[config.mk]
export PLATFORM = sky130hd
export DESIGN_NAME = adc_serial_rx
export DESIGN_NICKNAME = d
export VERILOG_FILES = /design/src/rtl/adc_serial_rx.sv
export SDC_FILE = /design/constraint.sdc
export NUM_CORES = 1
export LEC_CHECK = 0
export CORE_MARGIN = 2
export CORE_UTILIZATION = 43
export CTS_CLUSTER_DIAMETER = 100
export DETAILED_ROUTE_END_ITERATION = 8
export GPL_TIMING_DRIVEN = 0
export PLACE_DENSITY_LB_ADDON = 0.12
export SLEW_MARGIN = 20
export SYNTH_ARGS = -nofsm -noshare
export SYNTH_HDL_FRONTEND = slang
export SYNTH_SLANG_ARGS = --single-unit
[constraint.sdc]
create_clock -name clk -period 1.3 [get_ports clk]
set_clock_uncertainty 0.1 [all_clocks]
set_input_delay 0.195 -clock clk [delete_from_list [all_inputs] [get_ports clk]]
set_output_delay 0.195 -clock clk [all_outputs]
set_load 0.1 [all_outputs]
[src/rtl/adc_serial_rx.sv]
// adc_serial_rx: receive-side deframer for the ADC controller serial stream.
// Rebuilds each DATA_W-bit successive-approximation result (MSB first) from
// SerialInput, bounded by DataMark (frame start) and LoadReg (frame end, LSB
// present in the same cycle). Results go downstream on a valid/ready
// handshake. Malformed frames pulse frame_err; results lost before being
// consumed set the sticky overrun flag.
module adc_serial_rx #(
  parameter int DATA_W  = 8,
  parameter int MIN_GAP = DATA_W + 1
) (
  input  logic              clk,
  input  logic              clr,
  input  logic              SerialInput,
  input  logic              DataMark,
  input  logic              LoadReg,
  input  logic              rx_ready,
  output logic [DATA_W-1:0] rx_data,
  output logic              rx_valid,
  output logic              frame_err,
  output logic              overrun,
  output logic [7:0]        frame_cnt
);

  // Counter only has to reach MIN_GAP, where it saturates.
  localparam int GAP_W = $clog2(MIN_GAP + 1);

  typedef enum logic [0:0] {
    IDLE  = 1'b0,
    ARMED = 1'b1
  } state_t;

  state_t              state_r;
  state_t              state_nxt_s;
  logic [GAP_W-1:0]    gap_r;
  logic [GAP_W-1:0]    gap_nxt_s;
  logic [DATA_W-2:0]   sr_r;
  logic [DATA_W-1:0]   capture_s;
  logic                good_s;
  logic                bad_s;

  logic [DATA_W-1:0]   rx_data_r;
  logic [DATA_W-1:0]   rx_data_nxt_s;
  logic                rx_valid_r;
  logic                rx_valid_nxt_s;
  logic                frame_err_r;
  logic                overrun_r;
  logic                overrun_nxt_s;
  logic [7:0]          frame_cnt_r;
  logic [7:0]          frame_cnt_nxt_s;

  // The LSB arrives on SerialInput in the LoadReg cycle itself, so the
  // captured word is the shifted history plus the live bit.
  assign capture_s = {sr_r, SerialInput};

  // Classify a LoadReg against the current state, then pick the next state.
  // LoadReg is judged first; a coincident DataMark then opens the next frame.
  always_comb begin
    state_nxt_s = state_r;
    gap_nxt_s   = gap_r;
    good_s      = 1'b0;
    bad_s       = 1'b0;

    case (state_r)
      IDLE: begin
        if (LoadReg) begin
          bad_s = 1'b1;
        end else begin
          bad_s = 1'b0;
        end
      end
      ARMED: begin
        if (LoadReg) begin
          // Counter is pre-increment here: edges since DataMark minus one.
          if (gap_r >= GAP_W'(MIN_GAP - 1)) begin
            good_s = 1'b1;
          end else begin
            bad_s = 1'b1;
          end
        end else begin
          good_s = 1'b0;
        end
      end
      default: begin
        bad_s = LoadReg;
      end
    endcase

    if (DataMark) begin
      state_nxt_s = ARMED;
      gap_nxt_s   = {GAP_W{1'b0}};
    end else if (LoadReg) begin
      state_nxt_s = IDLE;
      gap_nxt_s   = {GAP_W{1'b0}};
    end else if (state_r == ARMED) begin
      // Start wait can be arbitrarily long, so saturate instead of wrapping.
      if (gap_r < GAP_W'(MIN_GAP)) begin
        gap_nxt_s = gap_r + GAP_W'(1);
      end else begin
        gap_nxt_s = gap_r;
      end
    end else begin
      state_nxt_s = IDLE;
      gap_nxt_s   = {GAP_W{1'b0}};
    end
  end

  // Next values for the handshake-facing registers; a good capture wins over
  // a consume on the same edge.
  always_comb begin
    rx_data_nxt_s   = rx_data_r;
    rx_valid_nxt_s  = rx_valid_r;
    overrun_nxt_s   = overrun_r;
    frame_cnt_nxt_s = frame_cnt_r;

    if (good_s) begin
      rx_data_nxt_s   = capture_s;
      rx_valid_nxt_s  = 1'b1;
      frame_cnt_nxt_s = frame_cnt_r + 8'd1;
      if (rx_valid_r && !rx_ready) begin
        overrun_nxt_s = 1'b1;
      end else begin
        overrun_nxt_s = overrun_r;
      end
    end else if (rx_valid_r && rx_ready) begin
      rx_valid_nxt_s = 1'b0;
    end else begin
      rx_valid_nxt_s = rx_valid_r;
    end
  end

  // Free-running shift register and frame tracker state.
  always_ff @(posedge clk) begin
    if (clr) begin
      sr_r    <= {(DATA_W-1){1'b0}};
      state_r <= IDLE;
      gap_r   <= {GAP_W{1'b0}};
    end else begin
      sr_r    <= {sr_r[DATA_W-3:0], SerialInput};
      state_r <= state_nxt_s;
      gap_r   <= gap_nxt_s;
    end
  end

  // Registered outputs; reset discards any frame in flight.
  always_ff @(posedge clk) begin
    if (clr) begin
      rx_data_r   <= {DATA_W{1'b0}};
      rx_valid_r  <= 1'b0;
      frame_err_r <= 1'b0;
      overrun_r   <= 1'b0;
      frame_cnt_r <= 8'd0;
    end else begin
      rx_data_r   <= rx_data_nxt_s;
      rx_valid_r  <= rx_valid_nxt_s;
      frame_err_r <= bad_s;
      overrun_r   <= overrun_nxt_s;
      frame_cnt_r <= frame_cnt_nxt_s;
    end
  end

  assign rx_data   = rx_data_r;
  assign rx_valid  = rx_valid_r;
  assign frame_err = frame_err_r;
  assign overrun   = overrun_r;
  assign frame_cnt = frame_cnt_r;

endmodule

==> PnR_summary.wiki <==
{| class="wikitable"
! Metric !! Value
|-
| Slew Limit Headroom || 65.2%
|-
| Antenna fix cells || 0
|-
| Slew at the pin with the worst max-slew slack || 522 ps
|-
| Vias in the first global route || 936
|-
| Maximum level of the CTS H-tree || 2
|-
| Die width || 55.5 µm
|-
| Average instance area after synthesis || 9.07 µm²
|-
| Worst skew pair latency || 330 ps
|-
| Worst Path Arrival || 1510 ps
|-
| Half-perimeter wire length after detailed placement || 1.62 mm
|-
| Routed via count divided by cell count || 5.06
|-
| Post-detailed-route wirelength per cell || 12.7 µm
|-
| Boundary pin count || 25
|-
| Final critical-path required period || 1350 ps
|-
| CTS root buffer || clkbuf_4
|-
| Final Max Slew Viols || 0
|-
| Reported max-cap violation count || 0
|-
| Routed length on met3 || 145 µm
|-
| Proportion of synthesized chip area in sequential cells || 54.3%
|-
| Starting utilization of the core area || 45.7%
|-
| Fraction of synthesized cell area taken by the top area cell type || 54.3%
|-
| First-pass GRT wire length || 4.20 mm
|-
| Pre-CTS setup slack || -510 ps
|-
| Count of warnings emitted by yosys || 0
|-
| Vias || 1002
|-
| Instance count of the mapped netlist || 126
|-
| Hold Vio Cnt, Final || 0
|-
| Maximum number of pins on one net before global-route repair || 11
|-
| Number of nets in the finished design || 177
|-
| Clk pin slew, worst setup/hold paths || 100 ps
|-
| Final cell count without fillers || 198
|-
| Cell taking the most area after synthesis || dfxtp_1
|-
| Number of nets with antenna violations after routing || 0
|-
| Share of post-route cells with drive strength above 1 || 42.9%
|-
| Crit path kind || register to register
|-
| Area growth from synthesis to final layout || 46.8%
|-
| Violated checks || negative setup slack
|-
| Critical path launch point type || register
|-
| Post-layout util || 67.1%
|-
| 1st-iter DRT viols || 14
|-
| Final setup violation count || 4
|-
| Commonest non-fill, non-tap cells in the layout || buf_4, nand2_1, a21oi_1
|-
| Core outline area || 2500 µm²
|-
| Count of distinct cell types in the synthesized netlist || 24
|-
| Count of state elements after synthesis || 31
|-
| Count of standard-cell rows || 18
|-
| Ratio of total power to cell area || 1080 nW/µm²
|-
| Placed cells || 179
|-
| Iteration count of the initial detailed-routing pass || 4
|-
| Routability Congestion || 0.657
|-
| Wire length on met1 || 1.09 mm
|-
| Clock Sinks || 31
|-
| Crit path max fanout || 5
|-
| CTS Buf Count || 5
|-
| Most frequent standard cell in the layout excluding fill and tap cells || buf_4
|-
| Required time of the critical path || 1460 ps
|-
| Peak Freq || 742 MHz
|-
| Length of routed met2 wiring || 1.24 mm
|-
| Clock tree from TritonCTS || yes
|-
| Total wire length after detailed routing || 2.52 mm
|-
| Uppermost layer routed || met4
|-
| Cell types with the largest area share after synthesis || dfxtp_1, a21oi_1, nand2_1
|-
| Result of the run || finished with violations
|-
| Global route overflow || 0
|-
| Die area || 3080 µm²
|-
| Count of buffers inserted at the top-level ports || 23
|-
| DRC viols || 0
|-
| Min setup slack post-route || -47.4 ps
|-
| Class of the worst hold path || input port to register
|-
| Initial antenna violation count || 0
|-
| Number of buffers on the longest clock path || 2
|-
| Worst-case hold slack || 146 ps
|-
| Setup repair after global routing missed its margin || true
|-
| Mapped Area || 1140 µm²
|-
| Worst IR drop on VDD || 1.15 mV
|-
| Post-route clock period utilization || 104%
|-
| Height of the chip || 55.5 µm
|-
| Total track usage || 17.9%
|-
| CP endpoint kind || register
|-
| Leakage dissipation || 0.640 nW
|-
| Synthesized net count || 136
|}
[what timing repair did]
| action | 4_1_cts | 5_1_grt |
|---|---|---|
| hold buffers | 0 | 0 |
| endpoints found under the hold margin | 0 | 0 |
| pin swaps | 3 | 5 |
| endpoints found under the setup margin | 36 | 17 |
| resized for setup | 135 | 6 |
| buffers inserted | 9 | 2 |
[layout make-up]
type	instances	area [µm²]
buffer	5	23.8
clock buffer	6	51.3
clock inverter	2	35.0
fill	206	823
inverter	4	17.5
multi-input combinational	86	551
sequential	31	671
tap	30	37.5
timing repair buffer	34	290
[cells in the mapped netlist, drive strengths merged]
library cell	instances
nand4	3
buf	2
nor2	5
xnor2	1
nand3	4
or4	2
o21ba	1
inv	4
or3	5
and3	1
nand2	20
nand2b	2
a211oi	1
ha	4
o21ai	5
o31ai	2
a311oi	1
clkbuf	3
xor2	1
a21oi	20
nor2b	8
dfxtp	31
[power by group]
part | internal [mW] | total, mW | switching [mW]
Sequential | 0.940 | 0.946 | 0.00540
Combinational | 0.0267 | 0.0688 | 0.0420
Clock | 0.454 | 0.790 | 0.335
Total | 1.42 | 1.80 | 0.383
[through the flow]
| step | setup TNS, ps | power [mW] | instance area, µm² |
|---|---|---|---|
| floorplan | -713 | 1.00 | 1200 |
| global placement | -14260 | 1.03 | 1470 |
| detailed placement | -15070 | 1.03 | 1470 |
| CTS | -52.3 | 1.83 | 1640 |
| global route | -433 | 1.87 | 1680 |
| finish | -107 | 1.80 | 1680 |
[flip-flops by register name (all words and copies together) (netlist names)]
signal / flops
frame_cnt: 8
rx_data: 8
sr_r: 7
rx_valid: 1
state_r: 1
overrun: 1
gap_r: 4
frame_err: 1
[cell families after synthesis]
family | synth area share, %
and+or+nand+nor | 22.1
adders and majority gates | 4.38
xor gates and xnor gates | 1.53
buffers and inverters | 3.07
AOI/OAI and AO/OA | 14.6
DFF | 54.3
[per-layer routing]
metal | GRT usage (%) | vias up
met1 | 20.1 | 456
met5 | 0 | -
met3 | 6.79 | 5
li1 | - | 517
met2 | 29.6 | 24
met4 | 8.36 | 0
[path summary, 6_finish.rpt]
kind	startpoint	to	slack (ps)	depth (start not counted)
max	frame_cnt[1]	frame_cnt[6]	-50	4
min	clr	sr_r[4]	150	2
max reg2reg	frame_cnt[1]	frame_cnt[6]	-50	4
min reg2reg	sr_r[6]	rx_data[7]	340	2
[worst max-delay path, stage by stage (launching register included)]
cell and delay, ps:
dfxtp_4 400, ha_4 130, nand4_1 160, or3_1 380
a21oi_2 110
No activity file was read; power rests on OpenSTA's default activity.
